$ cat config.mk
export PLATFORM = sky130hd
export DESIGN_NAME = alu_op_sequencer_flat
export DESIGN_NICKNAME = d
export VERILOG_FILES = /design/src/rtl/alu_op_sequencer_if.sv /design/src/rtl/alu_op_sequencer.sv /design/src/flat_wrapper.sv
export SDC_FILE = /design/constraint.sdc
export NUM_CORES = 1
export LEC_CHECK = 0
export BUFFER_PORTS_ARGS = -buffer_cell sky130_fd_sc_hd__buf_2
export CAP_MARGIN = 20
export CORE_MARGIN = 5
export CORE_UTILIZATION = 43
export DETAILED_ROUTE_END_ITERATION = 8
export HOLD_SLACK_MARGIN = 0.03
export PLACE_DENSITY = 0.76
export SYNTH_ARGS = -nofsm -noshare
export SYNTH_HDL_FRONTEND = slang
export SYNTH_SLANG_ARGS = --single-unit
export TNS_END_PERCENT = 50
$ cat constraint.sdc
create_clock -name clk -period 1.8 [get_ports clk]
set_input_delay 0.18 -clock clk [delete_from_list [all_inputs] [get_ports clk]]
set_output_delay 0.18 -clock clk [all_outputs]
set_load 0.02 [all_outputs]
$ cat src/rtl/alu_op_sequencer_if.sv
// Bundles the command, response and ALU-facing signals of the ALU operation sequencer.
// slave = sequencer view; master = control unit plus ALU view.
interface alu_op_sequencer_if #(
    parameter int WIDTH = 16,
    parameter int CNT_W = 4
);
    logic             cmd_valid;
    logic             cmd_ready;
    logic             cmd_mode;
    logic [3:0]       cmd_select;
    logic [WIDTH-1:0] cmd_a;
    logic [WIDTH-1:0] cmd_b;
    logic             cmd_carry;
    logic [CNT_W-1:0] cmd_repeat;
    logic             cmd_chain_carry;
    logic             cmd_stop_on_cmp;

    logic             alu_mode;
    logic [3:0]       alu_select;
    logic [WIDTH-1:0] alu_in_a;
    logic [WIDTH-1:0] alu_in_b;
    logic             alu_carry_in;
    logic [WIDTH-1:0] alu_out;
    logic             alu_carry_out;
    logic             alu_compare;

    logic             rsp_valid;
    logic             rsp_ready;
    logic [WIDTH-1:0] rsp_data;
    logic             rsp_carry;
    logic             rsp_compare;
    logic [CNT_W:0]   rsp_iters;

    modport master (
        output cmd_valid, cmd_mode, cmd_select, cmd_a, cmd_b, cmd_carry,
               cmd_repeat, cmd_chain_carry, cmd_stop_on_cmp,
        input  cmd_ready,
        input  alu_mode, alu_select, alu_in_a, alu_in_b, alu_carry_in,
        output alu_out, alu_carry_out, alu_compare,
        input  rsp_valid, rsp_data, rsp_carry, rsp_compare, rsp_iters,
        output rsp_ready
    );

    modport slave (
        input  cmd_valid, cmd_mode, cmd_select, cmd_a, cmd_b, cmd_carry,
               cmd_repeat, cmd_chain_carry, cmd_stop_on_cmp,
        output cmd_ready,
        output alu_mode, alu_select, alu_in_a, alu_in_b, alu_carry_in,
        input  alu_out, alu_carry_out, alu_compare,
        output rsp_valid, rsp_data, rsp_carry, rsp_compare, rsp_iters,
        input  rsp_ready
    );
endinterface

$ cat src/rtl/alu_op_sequencer.sv
// Command-side initiator for the external combinational ALU: registers the operands,
// optionally iterates with feedback into operand A, and returns the final result.
//
// state | meaning
// IDLE  | cmd_ready=1, waiting for a command
// EXEC  | one ALU iteration per cycle, result sampled at the closing edge
// RESP  | rsp_valid=1, response held until rsp_ready
module alu_op_sequencer #(
    parameter int WIDTH = 16,
    parameter int CNT_W = 4
) (
    input logic              clk,
    input logic              rst_n,
    alu_op_sequencer_if.slave bus
);

    typedef enum logic [1:0] {
        IDLE = 2'd0,
        EXEC = 2'd1,
        RESP = 2'd2
    } state_t;

    state_t           state_q, state_d;

    logic             mode_q, mode_d;
    logic [3:0]       select_q, select_d;
    logic [WIDTH-1:0] in_a_q, in_a_d;
    logic [WIDTH-1:0] in_b_q, in_b_d;
    logic             carry_in_q, carry_in_d;
    logic             cmd_carry_q, cmd_carry_d;
    logic             chain_q, chain_d;
    logic             stop_q, stop_d;
    logic [CNT_W-1:0] remaining_q, remaining_d;
    logic [CNT_W:0]   iter_q, iter_d;

    logic             rsp_valid_q, rsp_valid_d;
    logic [WIDTH-1:0] rsp_data_q, rsp_data_d;
    logic             rsp_carry_q, rsp_carry_d;
    logic             rsp_compare_q, rsp_compare_d;
    logic [CNT_W:0]   rsp_iters_q, rsp_iters_d;

    logic             terminate;

    always_ff @(posedge clk) begin
        if (!rst_n) begin
            state_q       <= IDLE;
            mode_q        <= 1'b0;
            select_q      <= '0;
            in_a_q        <= '0;
            in_b_q        <= '0;
            carry_in_q    <= 1'b0;
            cmd_carry_q   <= 1'b0;
            chain_q       <= 1'b0;
            stop_q        <= 1'b0;
            remaining_q   <= '0;
            iter_q        <= '0;
            rsp_valid_q   <= 1'b0;
            rsp_data_q    <= '0;
            rsp_carry_q   <= 1'b0;
            rsp_compare_q <= 1'b0;
            rsp_iters_q   <= '0;
        end else begin
            state_q       <= state_d;
            mode_q        <= mode_d;
            select_q      <= select_d;
            in_a_q        <= in_a_d;
            in_b_q        <= in_b_d;
            carry_in_q    <= carry_in_d;
            cmd_carry_q   <= cmd_carry_d;
            chain_q       <= chain_d;
            stop_q        <= stop_d;
            remaining_q   <= remaining_d;
            iter_q        <= iter_d;
            rsp_valid_q   <= rsp_valid_d;
            rsp_data_q    <= rsp_data_d;
            rsp_carry_q   <= rsp_carry_d;
            rsp_compare_q <= rsp_compare_d;
            rsp_iters_q   <= rsp_iters_d;
        end
    end

    always_comb begin
        state_d       = state_q;
        mode_d        = mode_q;
        select_d      = select_q;
        in_a_d        = in_a_q;
        in_b_d        = in_b_q;
        carry_in_d    = carry_in_q;
        cmd_carry_d   = cmd_carry_q;
        chain_d       = chain_q;
        stop_d        = stop_q;
        remaining_d   = remaining_q;
        iter_d        = iter_q;
        rsp_valid_d   = rsp_valid_q;
        rsp_data_d    = rsp_data_q;
        rsp_carry_d   = rsp_carry_q;
        rsp_compare_d = rsp_compare_q;
        rsp_iters_d   = rsp_iters_q;

        // Early stop looks at the compare of the iteration currently on the ALU.
        terminate = (remaining_q == '0) || (stop_q && bus.alu_compare);

        case (state_q)
            IDLE: begin
                if (bus.cmd_valid) begin
                    mode_d      = bus.cmd_mode;
                    select_d    = bus.cmd_select;
                    in_a_d      = bus.cmd_a;
                    in_b_d      = bus.cmd_b;
                    carry_in_d  = bus.cmd_carry;
                    cmd_carry_d = bus.cmd_carry;
                    chain_d     = bus.cmd_chain_carry;
                    stop_d      = bus.cmd_stop_on_cmp;
                    remaining_d = bus.cmd_repeat;
                    iter_d      = '0;
                    state_d     = EXEC;
                end
            end
            EXEC: begin
                iter_d = iter_q + 1'b1;
                if (terminate) begin
                    rsp_valid_d   = 1'b1;
                    rsp_data_d    = bus.alu_out;
                    rsp_carry_d   = bus.alu_carry_out;
                    rsp_compare_d = bus.alu_compare;
                    rsp_iters_d   = iter_q + 1'b1;
                    state_d       = RESP;
                end else begin
                    in_a_d      = bus.alu_out;
                    carry_in_d  = chain_q ? bus.alu_carry_out : cmd_carry_q;
                    remaining_d = remaining_q - 1'b1;
                end
            end
            RESP: begin
                if (bus.rsp_ready) begin
                    rsp_valid_d = 1'b0;
                    state_d     = IDLE;
                end
            end
            default: begin
                state_d = IDLE;
            end
        endcase
    end

    assign bus.cmd_ready    = (state_q == IDLE);
    assign bus.alu_mode     = mode_q;
    assign bus.alu_select   = select_q;
    assign bus.alu_in_a     = in_a_q;
    assign bus.alu_in_b     = in_b_q;
    assign bus.alu_carry_in = carry_in_q;
    assign bus.rsp_valid    = rsp_valid_q;
    assign bus.rsp_data     = rsp_data_q;
    assign bus.rsp_carry    = rsp_carry_q;
    assign bus.rsp_compare  = rsp_compare_q;
    assign bus.rsp_iters    = rsp_iters_q;

endmodule

$ cat src/flat_wrapper.sv
// flat-port wrapper written by rule: the top's interface ports become plain ports
module alu_op_sequencer_flat 
#(
    parameter int WIDTH = 16,
    parameter int CNT_W = 4
)
  (clk, rst_n, bus_cmd_valid, bus_cmd_mode, bus_cmd_select, bus_cmd_a, bus_cmd_b, bus_cmd_carry, bus_cmd_repeat, bus_cmd_chain_carry, bus_cmd_stop_on_cmp, bus_cmd_ready, bus_alu_mode, bus_alu_select, bus_alu_in_a, bus_alu_in_b, bus_alu_carry_in, bus_alu_out, bus_alu_carry_out, bus_alu_compare, bus_rsp_valid, bus_rsp_data, bus_rsp_carry, bus_rsp_compare, bus_rsp_iters, bus_rsp_ready);
  alu_op_sequencer_if #(.WIDTH(WIDTH), .CNT_W(CNT_W)) bus_i ();
  input logic clk;
  input logic rst_n;
  input wire logic [$bits(bus_i.cmd_valid)-1:0] bus_cmd_valid;
  input wire logic [$bits(bus_i.cmd_mode)-1:0] bus_cmd_mode;
  input wire logic [$bits(bus_i.cmd_select)-1:0] bus_cmd_select;
  input wire logic [$bits(bus_i.cmd_a)-1:0] bus_cmd_a;
  input wire logic [$bits(bus_i.cmd_b)-1:0] bus_cmd_b;
  input wire logic [$bits(bus_i.cmd_carry)-1:0] bus_cmd_carry;
  input wire logic [$bits(bus_i.cmd_repeat)-1:0] bus_cmd_repeat;
  input wire logic [$bits(bus_i.cmd_chain_carry)-1:0] bus_cmd_chain_carry;
  input wire logic [$bits(bus_i.cmd_stop_on_cmp)-1:0] bus_cmd_stop_on_cmp;
  output wire logic [$bits(bus_i.cmd_ready)-1:0] bus_cmd_ready;
  output wire logic [$bits(bus_i.alu_mode)-1:0] bus_alu_mode;
  output wire logic [$bits(bus_i.alu_select)-1:0] bus_alu_select;
  output wire logic [$bits(bus_i.alu_in_a)-1:0] bus_alu_in_a;
  output wire logic [$bits(bus_i.alu_in_b)-1:0] bus_alu_in_b;
  output wire logic [$bits(bus_i.alu_carry_in)-1:0] bus_alu_carry_in;
  input wire logic [$bits(bus_i.alu_out)-1:0] bus_alu_out;
  input wire logic [$bits(bus_i.alu_carry_out)-1:0] bus_alu_carry_out;
  input wire logic [$bits(bus_i.alu_compare)-1:0] bus_alu_compare;
  output wire logic [$bits(bus_i.rsp_valid)-1:0] bus_rsp_valid;
  output wire logic [$bits(bus_i.rsp_data)-1:0] bus_rsp_data;
  output wire logic [$bits(bus_i.rsp_carry)-1:0] bus_rsp_carry;
  output wire logic [$bits(bus_i.rsp_compare)-1:0] bus_rsp_compare;
  output wire logic [$bits(bus_i.rsp_iters)-1:0] bus_rsp_iters;
  input wire logic [$bits(bus_i.rsp_ready)-1:0] bus_rsp_ready;
  assign bus_i.cmd_valid = bus_cmd_valid;
  assign bus_i.cmd_mode = bus_cmd_mode;
  assign bus_i.cmd_select = bus_cmd_select;
  assign bus_i.cmd_a = bus_cmd_a;
  assign bus_i.cmd_b = bus_cmd_b;
  assign bus_i.cmd_carry = bus_cmd_carry;
  assign bus_i.cmd_repeat = bus_cmd_repeat;
  assign bus_i.cmd_chain_carry = bus_cmd_chain_carry;
  assign bus_i.cmd_stop_on_cmp = bus_cmd_stop_on_cmp;
  assign bus_cmd_ready = bus_i.cmd_ready;
  assign bus_alu_mode = bus_i.alu_mode;
  assign bus_alu_select = bus_i.alu_select;
  assign bus_alu_in_a = bus_i.alu_in_a;
  assign bus_alu_in_b = bus_i.alu_in_b;
  assign bus_alu_carry_in = bus_i.alu_carry_in;
  assign bus_i.alu_out = bus_alu_out;
  assign bus_i.alu_carry_out = bus_alu_carry_out;
  assign bus_i.alu_compare = bus_alu_compare;
  assign bus_rsp_valid = bus_i.rsp_valid;
  assign bus_rsp_data = bus_i.rsp_data;
  assign bus_rsp_carry = bus_i.rsp_carry;
  assign bus_rsp_compare = bus_i.rsp_compare;
  assign bus_rsp_iters = bus_i.rsp_iters;
  assign bus_i.rsp_ready = bus_rsp_ready;
  alu_op_sequencer #(.WIDTH(WIDTH), .CNT_W(CNT_W)) u_core (.clk(clk), .rst_n(rst_n), .bus(bus_i));
endmodule
==> results, run 1 <==
- Net switching is 32.9% of the power.
- The tree is rooted in a clkbuf_8.
- The required time of the worst setup path is 2.04 ns.
- The DRC violation total after the first TritonRoute iteration is 114.
- Setup repair after global routing could not meet its margin everywhere.
- Of the total synthesized cell area, the portion taken by XOR and XNOR cells is 0.862%.
- The share of power burned in combinational logic is 28.5%.
- The internal power of the cells totals 3.05 mW.
- The count of antenna diodes in the layout is 0.
- The number of max-capacitance violations reported is 0.
- In this run the deepest clock path goes through 2 buffers.
- The first detailed-routing pass took 4 iterations.
- The number of remaining DRC errors is 0.
- The synthesized design contains 76 register bits.
- The worst hold path terminates at u_core.bus.rsp_valid.
- Detailed placement ended at an HPWL of 5930 um.
- The horizontal extent of the die is 94.2 um.
- The sequential cell fraction of total power is 43.4%.
- The later pin in the worst-skew pair is clocked with a latency of 0.34 ns.
- Summing the areas of all and, or, nand and nor instances in the mapped netlist gives 22.7% of the synthesized area.
- For the final database, setup skew stands at 0.00965 ns.
- The gate count of the mapped netlist is 380.
- The number of global-route vias before repair is 2776.
- After clock tree synthesis, the clock-pin slew on the worst setup and hold paths is 0.08 ns.
- TritonCTS built the clock tree.
- The power per unit of standard cell area is 1100 mW/mm^2.
- The final number of setup-violating endpoints is 0.
- The critical path launch point is u_core.remaining_q[1].
- The routed layout has 3026 vias.
- In the final design database the tool counted 573 nets.
- The number of pins with negative max-slew slack in the final report is 0.
- The die is 94.2 um tall.
- The number of hold buffers added after CTS is 0.
- The total negative setup slack is 0 ns.
- The capturing element type of the critical path is a register.
- The run finished with clean final reports.
- The largest family of logic cells by synthesized area is simple AND/OR/NAND/NOR gates.
- The total congestion overflow after global routing is 0.
- The endpoint of the worst register-to-register path is u_core.bus.alu_in_a[8].
- The overall die area is 0.00887 mm^2.
- Routability-driven placement finished with a final weighted congestion of 0.908.
- The post-synthesis adder-cell area fraction is 0.821%.
- The synthesized net count is 448.
- The total core area is 0.00683 mm^2.
- The worst hold path class is input port to register.
- Multiplexer cells account for 0.698% of the synthesized area.
- The category of the critical setup timing path is register to register.
- The count of different cell masters after synthesis is 38.
- The number of clock buffers added by TritonCTS is 9.
- The cell area after technology mapping is 0.00305 mm^2.
- The area growth from synthesis to layout is 36.1%.
- The worst setup path is launched from a register.
- The number of warnings reported in the yosys synthesis log is 0.
- The number of standard-cell rows in the floorplan is 30.
- The share of cells above drive strength 1 is 38.2%.
- The total track usage is 18.6%.
- The flop-to-flop setup slack is 0.004 ns.
- Counting the fill cells in the layout gives 633.
- After layout, the worst path uses 99.8% of the clock period.
- The startpoint of the lowest-slack register-to-register path is u_core.remaining_q[1].
- The startpoint identified for the worst hold timing path is bus_rsp_ready.
- The count of nets left with antenna violations once routing finished came out at 0.
- For the worst flop-to-flop path, the logic depth is 6.
- The flip-flop and latch area is 0.00152 mm^2.
- The worst-case IR drop observed on VDD is 0.000563 V.
- After synthesis, flip-flops and latches occupy 49.9% of the total area.
- The net load switching power is 1.50 mW.
- The first global-routing pass estimated 13100 um of wire.
- The number of antenna violations at the first check in global routing was 0.
- The average size of a mapped cell is 8.02 um^2.
- 129 I/O pins were placed.
- The worst hold path depth is 2.
- The standby leakage power is 1.83 nW.
- The part of the total power dissipated in the clock network is 28.2%.
- The wire length per cell after detailed routing is 14.0 um.
- The compound-gate portion of the synthesized area is 19.9%.
- The final hold slack is 0.0562 ns.
- The minimum period implied by the final worst setup slack is 1.80 ns.
- The hold violation total from the final report is 0.
- For this configuration, the core starts out at a cell density of 44.6%.
- In the layout the commonest cells are nand2_1 (128), buf_2 (128), dfxtp_1 (75), a21oi_1 (55), nor2_1 (18).
- The worst-path maximum fanout is 17.
- The pin slew with the least headroom to its limit is 0.371 ns.
- Based on the critical path, the design can be clocked at up to 0.557 GHz.
- After detailed routing, the total wire length is 8480 um.
- For the worst setup path, the data arrival time is 2.04 ns.
- In the final layout, the multi-input gates occupy 0.00148 mm^2.
- The relative slew slack is 75.3%.
- The number of buffers inserted by port buffering is 128.
- CTS built an H-tree with a depth of 3.
- In the routed layout, each cell is associated on average with a via count of 4.99.
- Entering global routing, the biggest net connects 76 pins.
- CTS saw 76 sinks.
==> critical path: stages (launching register included) <==
cell and delay (ns):
dfxtp_2 0.34, inv_1 0.06, ha_2 0.19, or3b_4 0.43
a31o_4 0.29, buf_12 0.16, a311oi_1 0.24
==> power groups by stage <==
stage          Combinational [mW]  Clock (mW)  Sequential [mW]
6_report                     1.30        1.28             1.98
5_1_grt                      1.42        1.40             1.99
4_1_cts                      1.20        1.32             1.96
3_5_place_dp                 1.18           0             2.00
3_3_place_gp                 1.15           0             1.99
2_1_floorplan               0.589           0             2.18
==> layout make-up <==
class	instances	area share, %
Inverter	5	0.453
Clock buffer	12	3.50
Clock inverter	4	1.18
Tap cell	96	2.90
Timing Repair Buffer	142	19.6
Sequential cell	76	36.7
Multi-Input combinational cell	271	35.6
==> synth_stat cells, drive strengths merged <==
cell type  count  area share, %
nand2        128             16
dfxtp         76             50
a21oi         56            9.3
nor2          30            3.7
a311oi        17            6.5
clkbuf        15            1.8
buf           13            2.6
inv            5           0.62
o21ai          5           0.82
a211oi         4            1.1
nand3          3           0.49
ha             2           0.82
nand2b         2           0.41
nor2b          2           0.41
nor3           2           0.33
o22a           2           0.58
or3            2           0.41
xor2           2           0.58
a21o           1           0.25
a221oi         1           0.29
a31o           1           0.29
a31oi          1           0.21
and2           1           0.21
and3           1           0.21
mux2           1           0.37
mux2i          1           0.33
nand3b         1           0.25
nor3b          1           0.25
o211ai         1           0.25
o22ai          1           0.21
or3b           1           0.29
xnor2          1           0.29
==> logic make-up after synthesis <==
group,after synthesis
compound gates,90
xor+xnor,3
fa+ha+maj,2
buf+inv,33
flops,76
mux,2
simple gates,174
==> flip-flops by register name, indices dropped and copies added (netlist names), 2 cells and up <==
name	cells
u_core.bus.alu_in_a	16
u_core.bus.alu_in_b	16
u_core.bus.rsp_data	16
u_core.bus.rsp_iters	5
u_core.iter_q	5
u_core.bus.alu_select	4
u_core.remaining_q	4
u_core.state_q	2
==> per-stage QoR <==
step	total power [mW]	cell area, um^2	setup WS, ns	std cells	util, %
after global routing	4.81	4150	-0.0264	606	60.7
final	4.56	4150	0.00425	606	60.7
after global placement	3.15	3820	0.0352	588	55.9
after CTS	4.48	4020	0.0230	604	58.9
after floorplan	2.77	3050	0.0770	380	-
after detailed placement	3.18	3820	-0.0407	588	55.9
==> worst max path at each step <==
stage	depth (start not counted)	end	slack, ns
after floorplan	8	u_core.bus.alu_in_a[0]	0.08
after global placement	7	u_core.bus.alu_in_a[14]	0.04
after detailed placement	6	u_core.bus.alu_in_a[9]	-0.04
after CTS	6	u_core.bus.alu_in_a[11]	0.02
after global routing	7	u_core.bus.alu_in_a[10]	-0.03
final	6	u_core.bus.alu_in_a[8]	0.004
==> routing by layer <==
metal  track usage, %  part of all wire [%]  vias up
met2             30.6                    48      112
met4             6.50                   1.3        0
met3             6.17                   8.7        8
met5                0                     0        -
met1             22.8                    42     1386
li1                 -                     -     1520
==> what timing repair did <==
action,in CTS,in global routing
pin swaps,0,4
gates resized for setup,2,25
setup endpoints to repair,18,24
cloned,0,1
buffers inserted,0,1
Power figures use the tool's default switching activity.
==> run 2, diff against run 1 <==
BUFFER_PORTS_ARGS = -buffer_cell sky130_fd_sc_hd__buf_4   (was -buffer_cell sky130_fd_sc_hd__buf_2)
==> run 2 against run 1 <==
Wire length increased by 5.9%. Sequential power about the same. Maximum frequency increased by 2.2%. Cell area increased by 7.4%. Global-route usage increased by 0.78 points. Final cell count increased by 0.33%.
==> results, run 2 (synthesized netlist as in run 1, its figures left out) <==
- The run finished with clean final reports.
- Of all nets on the critical path, the largest fanout is 5.
- TritonCTS created 9 clock buffers.
- The worst hold path was traced through 3 stages.
- The pin slew with the least headroom to its limit is 0.392 ns.
- The hold violation total from the final report is 0.
- The share of cells above drive strength 1 is 35.9%.
- At the worst endpoint, the arrival time is 2.01 ns.
- The total number of clock tree sinks is 76.
- The worst setup path is captured at a register.
- The mean number of vias per cell is 4.98.
- The worst setup path is launched from a register.
- Entering global routing, the biggest net connects 47 pins.
- The highest ir drop seen on vdd is 0.000489 V.
- The number of pins with negative max-slew slack in the final report is 0.
- The kind of cell with the highest combined delay along the critical path is compound AO/OA/AOI/OAI gates.
- The worst hold endpoint is u_core.bus.alu_mode.
- The first detailed-routing pass ran for 4 iterations.
- The number of global-route vias before repair is 2959.
- The startpoint identified for the worst hold timing path is bus_cmd_mode.
- Global routing consumed, over all layers together, 19.4% of the routing resources.
- Across all layers, the routed design uses 3026 vias.
- The number of nets in the layout is 575.
- 129 I/O pins were placed.
- Detailed placement ended at an HPWL of 6200 um.
- The largest single stage delay on the critical path is 0.42 ns.
- Setup slack on the worst reg-to-reg path comes out at 0.04 ns.
- Compared with the post-synthesis result, the final layout area differs by 46.2%.
- The overall die area is 0.00887 mm^2.
- The number of remaining DRC errors is 0.
- The clock skew after layout is 0.0144 ns.
- The category of the critical setup timing path is register to register.
- Static timing analysis puts the maximum clock frequency at 0.569 GHz.
- The pre-CTS setup slack is -0.0529 ns.
- Among all stages on the critical path, the largest delay is contributed by or3b_4.
- The critical path goes through inv_4 > ha_4 > or3b_4 > a31o_4 > clkbuf_16 > a221oi_2.
- For the worst setup path, the data required time is 2.05 ns.
- The DRC violation total after the first TritonRoute iteration is 132.
- In this run the top signal layer used is met4.
- The number of antenna violations at the first check in global routing is 0.
- For this design the ratio of total power to cell area is 1040 mW/mm^2.
- In the post-route analysis, the smallest setup slack over all paths is 0.0424 ns.
- The detailed router put a total of 3630 um of wire on met1.
- Counting I/O delays and the setup requirement, the final critical path takes 1.76 ns.
- Row generation in the floorplan step produced 30 rows.
- The worst-case clock buffer depth is 2.
- The floorplan die height is 94.2 um.
- The standby leakage power is 1.90 nW.
- Counting both buffers and inverters, the worst setup path holds a total of 2.
- The critical path launch point is u_core.remaining_q[0].
- The analysis attributes to net switching a power of 1.53 mW.
- The part of the total power dissipated in the clock network is 26.3%.
- The worst register-to-register path ends at u_core.remaining_q[0].
- The met3 wire length is 766 um.
- Summed over all nets, wire length on met2 after detailed routing comes to 4450 um.
- The count of antenna diodes in the layout is 0.
- Input and output buffers added on the ports amount to 128.
- The path depth of the worst reg2reg path is 6.
- Setup repair after global routing could not meet its margin everywhere.
- The clock root buffer is clkbuf_8.
- The clock latency at the later pin of the worst-skew pair is 0.35 ns.
- The final hold slack is 0.0783 ns.
- The share of power burned in combinational logic is 30.8%.
- The clock tree synthesis step divided the H-tree into 3 levels.
- The sequential cell fraction of total power is 42.9%.
- The wire length per cell after detailed routing is 14.8 um.
- The total overflow left after global routing is 0.
- The clock-pin slew of the registers on the worst-case setup and hold paths is 0.08 ns.
- The effective utilization at floorplan is 44.6%.
- The startpoint identified for the worst register-to-register timing path is u_core.remaining_q[0].
- The final number of setup-violating endpoints is 0.
- Leaving out fill and tap cells, the most frequent cells in the layout are buf_4 (136), nand2_1 (128), dfxtp_1 (74), a21oi_1 (55), nor2_1 (30).
- The tool flagged a number of max-cap violations equal to 0.
- The first global-routing pass estimated 13600 um of wire.
- TritonCTS built the clock tree.
- The detail route stage leaves a number of antenna-violating nets equal to 0.
- The worst hold path belongs to the class input port to register.
- Headroom to the max-slew limit came out at 73.9%.
- Summed over all layers, the routed wires come to 8980 um.
- The share of the core filled with cells is 65.2%.
- At the end of routability-driven placement, the weighted congestion stood at 0.802.
- The internal power contribution is 3.09 mW.
- The total core area is 0.00683 mm^2.
- Of the available clock period, the critical path in the final layout requires 97.6%.
- The total design power is 4.61 mW.
- The horizontal extent of the die is 94.2 um.
- The most common cell after layout, fill and taps aside is buf_4.
- The net switching share of the total power is 33.1%.
## run 2: changes by cell type in the layout (fill, tap and decap cells not counted), moves of 2 or more
| cell | previous run | this run |
|---|---|---|
| clkinv_2 | 2 | 0 |
| nor2_1 | 18 | 30 |
| a311oi_1 | 2 | 6 |
| buf_6 | 0 | 2 |
| a311oi_2 | 15 | 11 |
| buf_4 | 9 | 136 |
| buf_2 | 128 | 0 |
| nor2_2 | 12 | 0 |
| clkinvlp_4 | 0 | 2 |
## run 2: worst max-delay path by stage
stage | cells after the start | to
final | 6 | u_core.remaining_q[0]
after global routing | 6 | u_core.bus.alu_in_a[15]
after detailed placement | 6 | u_core.remaining_q[0]
after CTS | 7 | u_core.remaining_q[0]
after global placement | 6 | u_core.remaining_q[0]
after floorplan | 8 | u_core.bus.alu_in_a[0]
## run 2: power by group through the flow
stage | combinational, mW | sequential (mW) | clock, mW
after detailed placement | 1.29 | 2.01 | 0
final | 1.42 | 1.98 | 1.21
after global placement | 1.26 | 2.00 | 0
after CTS | 1.30 | 1.97 | 1.25
after global routing | 1.55 | 2.00 | 1.33
after floorplan | 0.589 | 2.18 | 0
## run 2: layout make-up
type | count | area (um^2)
fill | 595 | 2380
multi-input combinational | 271 | 1440
clock buffer | 12 | 155
tap | 96 | 120
timing repair buffer | 144 | 1160
inverter | 5 | 21.3
sequential | 76 | 1520
clock inverter | 4 | 32.5
## run 2: per-stage QoR
step           setup TNS (ns)  instance area (um^2)  std cells
4_1_cts                     0                  4330        603
6_report                    0                  4450        608
2_1_floorplan               0                  3050        380
3_5_place_dp          -0.0529                  4120        586
3_3_place_gp                0                  4120        586
5_1_grt               -0.0191                  4450        608
## run 2: repair_timing
action / in CTS / in global routing
setup buffers: 0 / 2
hold buffers: 1 / 0
resized for setup: 2 / 14
endpoints found under the setup margin: 3 / 22
pin swaps: 1 / 2
hold endpoints to repair: 1 / 0
cloned: 0 / 3
## run 2: tightest hold or removal path: stages
cell and delay, ns:
buf_4 0.11, nand2_1 0.04, a21oi_1 0.05
## run 2: routing by layer
metal,track usage (%),vias up
li1,-,1524
met1,22.9,1380
met2,31.4,109
met3,7.53,13
met4,7.94,0
met5,0,-
